## src/rtl/wb_regfile.sv

```systemverilog
// Writeback stage: result select, 32x32 register file with WB->ID bypass,
// retired-instruction counter and a sticky illegal-select flag.
module wb_regfile #(
   parameter int unsigned XLEN  = 32,
   parameter int unsigned NREGS = 32,
   parameter int unsigned CNT_W = 64
) (
   input  logic             clk,
   input  logic             rst,
   input  logic             RegWrite_MEM,
   input  logic [1:0]       ResultSrc_MEM,
   input  logic [XLEN-1:0]  ALUresult_MEM,
   input  logic [XLEN-1:0]  MemReadData_MEM,
   input  logic [XLEN-1:0]  PC_next_MEM,
   input  logic [4:0]       rd_EXMEM_MEM,
   input  logic             valid_MEM,
   input  logic [4:0]       rs1_ID,
   input  logic [4:0]       rs2_ID,
   output logic [XLEN-1:0]  rd1_ID,
   output logic [XLEN-1:0]  rd2_ID,
   output logic [XLEN-1:0]  Result_WB,
   output logic [CNT_W-1:0] instret,
   output logic             wb_err
);

   // x0 has no storage; entries 1..NREGS-1 are real flops
   logic [XLEN-1:0] regs [1:NREGS-1];
   logic            we;
   logic            illegal;

   always_comb begin
      unique case (ResultSrc_MEM)
         2'b00:   Result_WB = ALUresult_MEM;
         2'b01:   Result_WB = MemReadData_MEM;
         2'b10:   Result_WB = PC_next_MEM;
         default: Result_WB = '0;
      endcase
   end

   assign illegal = valid_MEM & RegWrite_MEM & (ResultSrc_MEM == 2'b11);
   assign we      = RegWrite_MEM & valid_MEM & (rd_EXMEM_MEM != 5'd0)
                    & (ResultSrc_MEM != 2'b11);

   always_ff @(posedge clk or negedge rst) begin
      if (!rst) begin
         for (int unsigned i = 1; i < NREGS; i++) regs[i] <= '0;
         instret <= '0;
         wb_err  <= 1'b0;
      end else begin
         for (int unsigned i = 1; i < NREGS; i++) begin
            if (we && rd_EXMEM_MEM == 5'(i)) regs[i] <= Result_WB;
         end
         if (valid_MEM) instret <= instret + CNT_W'(1);
         if (illegal)   wb_err  <= 1'b1;
      end
   end

   // Reads are forced to zero during reset so the bypass path cannot leak data
   always_comb begin
      rd1_ID = '0;
      if (rst && rs1_ID != 5'd0) begin
         if (we && rs1_ID == rd_EXMEM_MEM) begin
            rd1_ID = Result_WB;
         end else begin
            for (int unsigned i = 1; i < NREGS; i++) begin
               if (rs1_ID == 5'(i)) rd1_ID = regs[i];
            end
         end
      end
   end

   always_comb begin
      rd2_ID = '0;
      if (rst && rs2_ID != 5'd0) begin
         if (we && rs2_ID == rd_EXMEM_MEM) begin
            rd2_ID = Result_WB;
         end else begin
            for (int unsigned i = 1; i < NREGS; i++) begin
               if (rs2_ID == 5'(i)) rd2_ID = regs[i];
            end
         end
      end
   end

endmodule

```

## config.mk

```make
export PLATFORM = sky130hd
export DESIGN_NAME = wb_regfile
export DESIGN_NICKNAME = d
export VERILOG_FILES = /design/src/rtl/wb_regfile.sv
export SDC_FILE = /design/constraint.sdc
export NUM_CORES = 2
export LEC_CHECK = 0
export ABC_AREA = 1
export ABC_CLOCK_PERIOD_IN_PS = 5300
export CAP_MARGIN = 20
export CORE_MARGIN = 1.5
export CORE_UTILIZATION = 60
export DETAILED_ROUTE_END_ITERATION = 8
export PLACE_DENSITY = 0.79
export SLEW_MARGIN = 20
export SYNTH_ARGS = -nofsm -noshare
export SYNTH_HDL_FRONTEND = slang
export SYNTH_SLANG_ARGS = --single-unit
```

## constraint.sdc

```tcl
create_clock -name clk -period 5.3 [get_ports clk]
set_clock_uncertainty 0.15 [all_clocks]
set_input_delay 1.06 -clock clk [delete_from_list [all_inputs] [get_ports clk]]
set_output_delay 1.06 -clock clk [all_outputs]
set_load 0.01 [all_outputs]
```

# Word level (Yosys, flattened, before mapping)
# Cells that the tools add are included.
dict set report totals {
  elab_cells 243
  reg_bits 1057
}
dict set report op_classes {
  eq_ne 99
  n_reduce_logical 39
  mux 67
  bitwise_logic 4
  add_sub_neg 1
}
# cell n
set op_table {}
lappend op_table {{$mux 32} 66}
lappend op_table {{$eq 5x5->1 const B} 48}
lappend op_table {{$eq 5x4->1 const B} 24}
lappend op_table {{$pmux 32 s3} 1}
lappend op_table {{$add 64x1->64 const B} 1}
lappend op_table {{$eq 5x3->1 const B} 12}
lappend op_table {{$logic_and 1x1->1} 35}
lappend op_table {{$eq 5x2->1 const B} 6}
lappend op_table {{$eq 5x1->1 const B} 3}
lappend op_table {{$reduce_bool 5->1} 3}
lappend op_table {{$eq 5x5->1} 2}
lappend op_table {{$and 1x1->1} 4}
lappend op_table {{$eq 2x2->1 const B} 2}
lappend op_table {{$eq 2x1->1 const B} 1}
lappend op_table {{$logic_not 2->1} 1}
lappend op_table {{$ne 2x2->1 const B} 1}

# Logic depth before layout (Yosys ltp)
dict set report depth {
  word_depth 34
  mapped_depth 26
  mapped_depth_nobuf 25
}

# Worst setup path before layout
# Ideal clock, no wire load.
dict set report synth_timing {
  path_type {input-to-output}
  start {input rs2_ID[3]}
  end {output rd2_ID[15]}
  cell_stages 17
  arrival_ns 3.046
  path_slack_ns 1.044
  required_time_ns 4.090
  cell_sequence {buf_2 nor2_1 buf_2 buf_4 nand2_1 nor2_1 clkbuf_1 nand2_1 nand4_1 nand2_1 nand3_1 nand2_1 nand3_1 nand2_1 nand4_1 nand2_1 a21oi_1}
}
dict set report synth_via {
  elab_chain_len 34
}
# element line_no
set synth_lines {}
lappend synth_lines {{start, declared} 18} ;# input logic [4:0] rs2_ID,
lappend synth_lines {{$eq 5x1->1} 79} ;# if (rs2_ID == 5'(i)) rd2_ID = regs[i];
lappend synth_lines {{$mux 32 (31 in a row)} 79}
lappend synth_lines {{$mux 32} 75} ;# if (we && rs2_ID == rd_EXMEM_MEM) begin
lappend synth_lines {{$mux 32 (*)} 74} ;# if (rst && rs2_ID != 5'd0) begin
lappend synth_lines {{end, declared} 20} ;# output logic [XLEN-1:0] rd2_ID,
# Mark *: on every way between the ends. The rest lies on a longest branch, timed or not.

# Final worst setup path
dict set report layout_timing {
  start {input rs2_ID[3]}
  end {output rd2_ID[17]}
}
# The elaborated chain is that of the path after synthesis.

==> impl_metrics.json <==
{
  "crit_path_end_kind": "primary output",
  "grt_setup_unrepaired": "true",
  "grt_pass1_vias": 59700,
  "crit_required_ns": 4.09,
  "postPlaceCellArea_mm2": 0.0658,
  "yosysWarnings": 0,
  "core_area_mm2": 0.0936,
  "vias": 63600,
  "synth_top_cell_by_area": "dfrtp_1",
  "crit_slowest_cell": "nand3_2",
  "nets": 8811,
  "cts_tree": "done",
  "tightest_slew_ns": 1.29,
  "critPathLaunchType": "primary input",
  "slowest_delay_ns": 0.21,
  "drv_slew": 0,
  "yosysUniqueCellTypes": 40,
  "avgSynthCellArea_um2": 7.06,
  "min-delay-path-class": "in -> async",
  "antenna_left": 0,
  "rr_worst_depth": 11,
  "drc": 9,
  "cp_common_cell": "nand4_1",
  "stdcell_area_mm2": 0.0729,
  "worst_slack_ns": -0.393,
  "p_comb_share_pct": 18.1,
  "clock_latency_ns": 0.73,
  "die_w_um": 311,
  "wl_per_cell_um": 25.4,
  "via_per_inst": 6.33,
  "place.port_buffers": 277,
  "timing.final.crit_period_ns": 5.69,
  "yosysSeqAreaShare_pct": 46.5,
  "post-place-ws_ns": -1.07,
  "cp_num_cells": 25,
  "p_sw_mw": 7.35,
  "grt_max_degree": 155,
  "first_iter_violations": 11100,
  "ys_top_cells_by_count": "2316 x nand2_1, 1168 x nor2_1, 1057 x dfrtp_1",
  "cts_buffer_depth": 3,
  "reg2reg_to": "instret[57]",
  "io_pins": 278,
  "grt_usage_pct": 51.1,
  "synth-edff-count": 0,
  "crit_buf_inv": 7,
  "p_leak_nw": 34.3,
  "async_flop_share_pct": 100,
  "path_delay_family": "simple AND/OR/NAND/NOR gates",
  "hold_violations": 0,
  "synth_top_area_share_pct": 46.5,
  "root_buffer": "clkbuf_16",
  "clock.fmax_ghz": 0.176,
  "clk_pin_slew_ns": 0.06,
  "gp_congestion": 1.04,
  "synth_nets": 8165,
  "violations": "DRC, setup timing",
  "htreeDepth": 3,
  "yosysMostFrequentCell": "nand2_1",
  "path_max_fanout": 7,
  "vdd_drop_max_mv": 0.274,
  "setup_viol": 47,
  "clkSinkCount": 1057,
  "power_frac_seq_pct": 44.5,
  "die_h_um": 311,
  "internal-power_mw": 15.7,
  "cp.arrival_ns": 4.48,
  "slew_headroom_pct": 14.2,
  "min_period_over_period_pct": 107,
  "firstDrtPassIters": 9,
  "synth_seq_cells": 1057,
  "r2r_setup_slack_ns": 2.16,
  "synth_ff_type": "dfrtp_1",
  "r2r-start": "instret[19]",
  "place_hpwl_mm": 175,
  "clkPwrFrac_pct": 37.4,
  "drive_above_1_share_pct": 18.7,
  "synth_cells": 8047,
  "maxCapViolations": 0,
  "critPathKind": "in -> out",
  "netlist_area_mm2": 0.0568,
  "floorplan.initialDensity_pct": 60.7,
  "area_delta_synth_final_pct": 28.3,
  "synth_area_leaders": "dfrtp_1 47%, nand2_1 15%, nor2_1 7.7%, a21oi_1 6.3%, o21ai_0 5.7%",
  "numCtsBuffers": 116,
  "routed_wl_mm": 256,
  "grt_pass1_wl_mm": 372,
  "die-area_mm2": 0.0966,
  "p_per_area_mw_per_mm2": 317,
  "switching_share_pct": 31.8,
  "antenna_found_initial": 6,
  "outcome": "complete, but fails checks",
  "fp-row-count": 112,
  "overflow": 0
}
==> sequential cells by signal (all words and copies together) (netlist names) <==
register	count
instret	64
wb_err	1
regs	992
==> through the flow <==
| stage | power [mW] | utilization [%] | instances | hold WS (ns) | TNS (ns) |
|---|---|---|---|---|---|
| finish | 23.1 | 77.9 | 10000 | 0.0802 | -6.70 |
| global placement | 13.9 | 70.3 | 9736 | 0.317 | -59.36 |
| global route | 23.7 | 77.9 | 10000 | 0.0967 | -10.18 |
| CTS | 22.6 | 76.4 | 10000 | 0.0720 | -3.45 |
| floorplan | 12.0 | - | 8047 | 0.303 | 0 |
| detailed placement | 14.0 | 70.3 | 9736 | 0.323 | -60.45 |
==> cell families (layout without fill, tap and decap cells) <==
logic type / after synthesis / count (layout) / synth area share, %
AO/OA/AOI/OAI: 1402 / 1402 / 12.7
XOR/XNOR: 66 / 66 / 1.02
adder cells (fa/ha/maj): 1 / 1 / 0.0220
buffers and inverters: 1265 / 2005 / 8.60
flip-flops: 1057 / 1057 / 46.5
other: 0 / 6 / 0
AND/OR/NAND/NOR: 4256 / 4256 / 31.1
==> power groups by stage <==
| stage | Clock, mW | Combinational [mW] | Sequential (mW) |
|---|---|---|---|
| 2_1_floorplan | 0 | 1.97 | 10.1 |
| 3_3_place_gp | 0 | 3.63 | 10.3 |
| 3_5_place_dp | 0 | 3.76 | 10.3 |
| 4_1_cts | 8.55 | 3.91 | 10.2 |
| 5_1_grt | 8.87 | 4.46 | 10.4 |
| 6_report | 8.62 | 4.18 | 10.3 |
==> worst max-delay path by stage <==
stage / start / to / slack (ns)
after detailed placement: rs1_ID[1] / rd1_ID[6] / -1.07
after global routing: rs1_ID[1] / rd1_ID[15] / -0.43
after CTS: rs2_ID[0] / rd2_ID[17] / -0.31
after global placement: rs2_ID[2] / rd2_ID[21] / -1.10
final: rs2_ID[3] / rd2_ID[17] / -0.39
after floorplan: rs2_ID[3] / rd2_ID[15] / 1.04
==> area by class of cell <==
type | count | area [µm²]
inverters | 776 | 3020
diodes | 6 | 15.0
clock buffers | 166 | 3380
fillers | 6746 | 20700
multi-input cells | 5725 | 27900
clock inverters | 46 | 597
repair buffers | 1017 | 9990
flip-flops and latches | 1057 | 26500
well taps | 1254 | 1570
==> what timing repair did <==
action | CTS | global route
hold buffers | 0 | 0
pin swaps | 524 | 706
endpoints found under the setup margin | 64 | 66
cloned | 6 | 2
setup buffers | 53 | 48
resized for setup | 703 | 365
==> layer usage <==
| metal | share of wire (%) | vias up | GRT usage, % |
|---|---|---|---|
| met5 | 0.038 | - | 0 |
| met4 | 9.9 | 10 | 40.6 |
| met3 | 14 | 1440 | 16.4 |
| met2 | 41 | 5394 | 74.1 |
| met1 | 34 | 29700 | 63.0 |
| li1 | - | 27100 | - |
==> layout by cell type (no fill, tap or decap), types with 14 or more instances in the layout <==
| cell type | count |
|---|---|
| a21oi_1 | 680 |
| inv_2 | 14 |
| or2_2 | 70 |
| nand2_4 | 28 |
| nand3_2 | 64 |
| clkinv_1 | 27 |
| buf_6 | 103 |
| nor2_4 | 54 |
| inv_1 | 711 |
| buf_4 | 535 |
| clkbuf_1 | 23 |
| clkbuf_8 | 25 |
| nand2_2 | 139 |
| nand2_1 | 2149 |
| buf_12 | 102 |
| buf_2 | 42 |
| a221oi_4 | 22 |
| buf_8 | 17 |
| clkbuf_16 | 121 |
| o21ai_0 | 640 |
| xor2_1 | 56 |
| nand4_1 | 427 |
| nand3_1 | 97 |
| clkinv_2 | 21 |
| a21oi_2 | 36 |
| clkdlybuf4s50_1 | 202 |
| nor2_2 | 146 |
| nor2_1 | 982 |
| dfrtp_1 | 1057 |
| nor3_1 | 47 |
Note: power is estimated with default switching activity, not from simulation.
